[src/rtl/du_tx_arbiter.sv]
// du_tx_arbiter: round-robin owner of the UART Tx FIFO write port.
// Grants whole frames, pulses tx start per frame, revokes stalled owners.
module du_tx_arbiter #(
  parameter int N_REQ        = 3,
  parameter int NB_UART_DATA = 8,
  parameter int NB_LEN       = 16,
  parameter int TIMEOUT      = 1024
) (
  input  logic                          clk,
  input  logic                          i_rst_n,
  input  logic [N_REQ-1:0]              i_req,
  input  logic [N_REQ-1:0]              i_valid,
  input  logic [N_REQ*NB_UART_DATA-1:0] i_data,
  input  logic [N_REQ-1:0]              i_last,
  input  logic                          i_tx_full,
  output logic [N_REQ-1:0]              o_ack,
  output logic [N_REQ-1:0]              o_grant,
  output logic                          o_wr,
  output logic [NB_UART_DATA-1:0]       o_wdata,
  output logic                          o_tx_start,
  output logic                          o_busy,
  output logic                          o_timeout,
  output logic [NB_LEN-1:0]             o_frame_len
);

  localparam int NB_IDX  = (N_REQ > 1) ? $clog2(N_REQ) : 1;
  localparam int NB_IDLE = (TIMEOUT > 2) ? $clog2(TIMEOUT) : 1;
  localparam logic [NB_IDLE-1:0] IDLE_MAX = NB_IDLE'(TIMEOUT - 1);
  localparam logic [NB_IDX-1:0]  LAST_RST = NB_IDX'(N_REQ - 1);
  localparam logic [N_REQ-1:0]   ONE      = N_REQ'(1);

  typedef enum logic [1:0] {
    IDLE,
    GRANT,
    START
  } state_t;

  state_t               state;
  logic [NB_IDX-1:0]    last_grant;
  logic [NB_IDX-1:0]    owner;
  logic [NB_IDX-1:0]    pick;
  logic                 found;
  logic [NB_IDLE-1:0]   idle_cnt;
  logic                 own_req;
  logic                 own_valid;
  logic                 own_last;
  logic [NB_UART_DATA-1:0] own_data;
  logic                 in_grant;
  logic                 accept;
  logic                 abort;
  logic                 expire;

  // Search upward from the previous owner so every requester gets a turn.
  always_comb begin
    logic [NB_IDX-1:0] cand;
    found = 1'b0;
    pick  = last_grant;
    cand  = '0;
    for (int i = 1; i <= N_REQ; i++) begin
      cand = NB_IDX'((int'(last_grant) + i) % N_REQ);
      if (!found && i_req[cand]) begin
        found = 1'b1;
        pick  = cand;
      end
    end
  end

  always_comb begin
    own_data = '0;
    for (int k = 0; k < N_REQ; k++) begin
      if (owner == NB_IDX'(k))
        own_data = i_data[k*NB_UART_DATA +: NB_UART_DATA];
    end
  end

  assign own_req   = i_req[owner];
  assign own_valid = i_valid[owner];
  assign own_last  = i_last[owner];
  assign in_grant  = (state == GRANT);
  assign abort     = in_grant & ~own_req;
  assign accept    = in_grant & own_req & own_valid & ~i_tx_full;
  assign expire    = in_grant & own_req & ~accept
                   & (idle_cnt == IDLE_MAX);

  assign o_wr    = accept;
  assign o_wdata = accept ? own_data : '0;
  assign o_ack   = accept ? (ONE << owner) : '0;

  always_ff @(posedge clk or negedge i_rst_n) begin
    if (!i_rst_n) begin
      state       <= IDLE;
      last_grant  <= LAST_RST;
      owner       <= '0;
      idle_cnt    <= '0;
      o_grant     <= '0;
      o_tx_start  <= 1'b0;
      o_busy      <= 1'b0;
      o_timeout   <= 1'b0;
      o_frame_len <= '0;
    end else begin
      o_tx_start <= 1'b0;
      o_timeout  <= 1'b0;
      unique case (state)
        IDLE: begin
          if (found) begin
            owner       <= pick;
            last_grant  <= pick;
            o_grant     <= ONE << pick;
            o_frame_len <= '0;
            idle_cnt    <= '0;
            o_busy      <= 1'b1;
            state       <= GRANT;
          end
        end
        GRANT: begin
          if (abort) begin
            o_grant <= '0;
            o_busy  <= 1'b0;
            state   <= IDLE;
          end else if (accept) begin
            idle_cnt <= '0;
            if (o_frame_len != '1)
              o_frame_len <= o_frame_len + 1'b1;
            if (own_last) begin
              o_tx_start <= 1'b1;
              state      <= START;
            end
          end else if (expire) begin
            o_timeout <= 1'b1;
            o_grant   <= '0;
            o_busy    <= 1'b0;
            state     <= IDLE;
          end else begin
            idle_cnt <= idle_cnt + 1'b1;
          end
        end
        START: begin
          o_grant <= '0;
          o_busy  <= 1'b0;
          state   <= IDLE;
        end
        default: state <= IDLE;
      endcase
    end
  end

endmodule

[config.mk]
export PLATFORM = sky130hd
export DESIGN_NAME = du_tx_arbiter
export DESIGN_NICKNAME = d
export VERILOG_FILES = /design/src/rtl/du_tx_arbiter.sv
export SDC_FILE = /design/constraint.sdc
export NUM_CORES = 1
export LEC_CHECK = 0
export BUFFER_PORTS_ARGS = -buffer_cell sky130_fd_sc_hd__buf_2
export CAP_MARGIN = 40
export CORE_MARGIN = 3
export CORE_UTILIZATION = 40
export DETAILED_ROUTE_END_ITERATION = 16
export GPL_TIMING_DRIVEN = 0
export PLACE_DENSITY = 0.63
export SLEW_MARGIN = 20
export SYNTH_ARGS = -nofsm -noshare
export SYNTH_HDL_FRONTEND = slang
export SYNTH_SLANG_ARGS = --single-unit
[constraint.sdc]
create_clock -name clk -period 7 [get_ports clk]
set_input_delay 0.7 -clock clk [delete_from_list [all_inputs] [get_ports clk]]
set_output_delay 0.7 -clock clk [all_outputs]
set_load 0.05 [all_outputs]
==> impl_metrics.ini <==
[run_status]
status = completed

[clock_tree]
cts_hold_buf = 0
cts_root_buf = clkbuf_8
cts_tree = built
clock-sinks = 37
cts-buffers-inserted = 5
clk_latency_ns = 0.29
cts_resized = 0
cts_setup_buffers = 0
clkTransAtPathRegs_ns = 0.07
cts_max_level = 2
max-clock-path-buffers = 2

[critical_path]
worstPathMaxFanout = 10
cp-start-kind = flop
critPathBufInv = 4
rr_startpoint = last_grant[0]$_DFFE_PN0P_
crit_type = reg2out
path_cells = inv_1 > ha_1 > buf_2 > nand2b_1 > o21ai_0 > nand2_1 > clkbuf_1 > nor3_1 > buf_2
cp_slowest_cell = dfrtp_1
regToRegSetupSlack_ns = 3.93
cp.required_ns = 6.30
arrival_ns = 2.43
path_depth = 9
max_stage_delay_ns = 0.40
reg2reg_depth = 11
cpLargestDelayFamily = buffers and inverters
critPathLaunch = state[1]$_DFFE_PN0P_
critPathMostFrequentCell = buf_2
setup.worst_path.end = o_ack[1]
worst_setup_path_end_kind = output port
rr_endpoint = o_frame_len[11]$_DFFE_PN0P_

[final_layout]
antennaDiodeCount = 0
fin_nets = 422
area_growth_pct = 21.7
layout-drive-gt1-share = 0.269
n_fill_cell = 639

[detailed_routing]
wire_per_inst_um = 14.5
vias = 2527
route.detailed.drc = 0
wirelength_um = 6570
via_per_inst = 5.57
drt-pass1-iter-count = 4
ant_nets = 0
first_iter_violations = 68

[die]
row_count = 28
die_h_um = 86.4
die_w_um = 86.4
die_area_mm2 = 0.00746
coreArea_mm2 = 0.00610
start_util = 0.424
io_pins = 70

[synth]
syn_nets = 345
synth_cell_types = 56
synth_area_mm2 = 0.00258
synth-warning-count = 0
synth_edf_count = 0
yosysSeqAreaShare = 0.359
syn_area_per_cell_um2 = 8.58
syn_inst = 301
async_reset_ff_frac = 1.00
yosys_register_bits = 37
yosys_most_used_dff = dfrtp_1

[pwr]
p_leak_nw = 1.52
fin_total_pwr_mw = 1.16
p_per_area_mw_per_mm2 = 368
ir_drop_mv = 0.177

[global_route]
grt_pass1_wl_um = 11000
grt_usage = 0.181
grt_max_degree = 29
overflow = 0
antenna_found_initial = 0
grt_pass1_vias = 2379

[place]
dpl.hpwl_um = 5040
place.gp.congestion = 0.943
place.port_buffers = 69

[timing]
min_period_ns = 3.13
final.setup_skew_ns = 0.00436
min_period_over_period = 0.447
rsz0062_at_grt = false
setup_viol_count_final = 0
final.setup.tns_ns = 0
slew_viol_final = 0
slew-limit-headroom = 0.593
finalHoldViolations = 0
fmax_mhz = 319
tightest_slew_ns = 0.606

[run]
maxCapViolations = 0

[hold_path]
hold_path_class = in2async
==> how the worst min path moves through the flow <==
| stage | slack (ns) | to | cells past startpoint | startpoint |
|---|---|---|---|---|
| 6_report | 0.27 | idle_cnt[5]$_DFFE_PN0P_ | 1 | i_rst_n |
| 5_1_grt | 0.29 | idle_cnt[5]$_DFFE_PN0P_ | 1 | i_rst_n |
| 3_3_place_gp | 0.47 | idle_cnt[9]$_DFFE_PN0P_ | 1 | idle_cnt[9]$_DFFE_PN0P_ |
| 3_5_place_dp | 0.46 | o_grant[1]$_DFFE_PN0P_ | 1 | o_grant[1]$_DFFE_PN0P_ |
| 2_1_floorplan | 0.40 | idle_cnt[0]$_DFFE_PN0P_ | 0 | i_rst_n |
| 4_1_cts | 0.27 | idle_cnt[5]$_DFFE_PN0P_ | 1 | i_rst_n |
==> area by class of cell <==
cell class	instances	area, um^2	share of cell area
clock buffers	7	96.3	0.0306
multi-input cells	231	1520	0.482
clock inverters	1	5.00	0.00159
inverters	18	67.6	0.0215
flip-flops and latches	37	927	0.295
plain buffers	15	73.8	0.0235
repair buffers	70	365	0.116
well taps	75	93.8	0.0298
==> layout by cell type, fill, tap and decap left out, types with 2 or more instances in the layout <==
cell type,instances
a21o_1,4
a22o_1,3
o211ai_1,2
a22oi_1,2
o31ai_1,14
nand4_1,6
a21boi_0,2
nand3b_1,2
nor2_1,26
o22ai_1,2
a21oi_1,21
o41ai_1,2
or2_2,2
mux2i_1,13
and3_1,6
clkbuf_8,7
dfrtp_1,36
o21ai_0,22
mux2_2,3
nand3_1,11
clkbuf_1,6
or4_1,10
nand2b_1,4
nor4_1,4
buf_2,77
a211o_1,3
nand2_1,24
nor3_1,7
nor2b_1,2
nor3b_1,3
inv_1,18
ha_1,8
==> cell usage after synthesis, drive strengths merged, types with 7 or more instances <==
master  count  share of area
inv        18          0.026
nor3        7          0.014
o31ai      15          0.049
o21ai      22          0.043
mux2i      13          0.050
nand3      11          0.021
ha          8          0.039
buf         9          0.020
or4        10          0.029
nand2      25          0.037
dfrtp      36           0.35
nor2       26          0.038
a21oi      22          0.047
==> logic make-up (layout without fill, tap and decap cells) <==
family                   after synthesis  in the layout  share of synthesized area
AO/OA/AOI/OAI                         89             89                      0.233
adder cells (fa/ha/maj)                8              8                     0.0387
buffers and inverters                 33            111                     0.0547
flip-flops                            37             37                      0.359
multiplexers                          17             17                     0.0692
AND/OR/NAND/NOR                      117            117                      0.246
==> through the flow <==
step / instances / setup slack (ns) / util / hold slack, ns / instance area [um^2]
detailed placement: 446 / 3.97 / 0.499 / 0.462 / 3040
finish: 454 / 3.87 / 0.516 / 0.274 / 3140
global placement: 445 / 3.96 / 0.496 / 0.468 / 3020
floorplan: 301 / 3.83 / - / 0.404 / 2580
global route: 454 / 3.56 / 0.516 / 0.286 / 3140
CTS: 454 / 3.84 / 0.516 / 0.269 / 3140
==> registers in the layout (all words and copies together), names as in the netlist <==
| register | cells |
|---|---|
| o_tx_start | 1 |
| o_grant | 3 |
| idle_cnt | 10 |
| o_busy | 1 |
| o_timeout | 1 |
| owner | 1 |
| state | 2 |
| last_grant | 2 |
| o_frame_len | 16 |
==> layer usage <==
layer,vias to the layer above,wire length [um],track usage
met2,62,3140,0.313
met4,0,52,0.0425
met3,4,271,0.0314
met1,1187,3110,0.234
li1,1274,-,-
met5,-,0,0
==> power breakdown <==
group | total (mW) | switching (mW) | internal (mW) | leakage (nW)
Combinational | 0.709 | 0.477 | 0.232 | 0.966
Sequential | 0.280 | 0.0301 | 0.249 | 0.501
Clock | 0.167 | 0.0781 | 0.0891 | 0.0542
==> worst register-to-register path, delay by kind of cell, from the launching register on <==
kind / cells / cell delay, ns
AO/OA/AOI/OAI: 5 / 1.09
AND/OR/NAND/NOR: 1 / 0.29
adder cells (fa/ha/maj): 1 / 0.23
flip-flops: 1 / 0.50
buffers and inverters: 4 / 0.88
(Power assumes the default switching activity.)
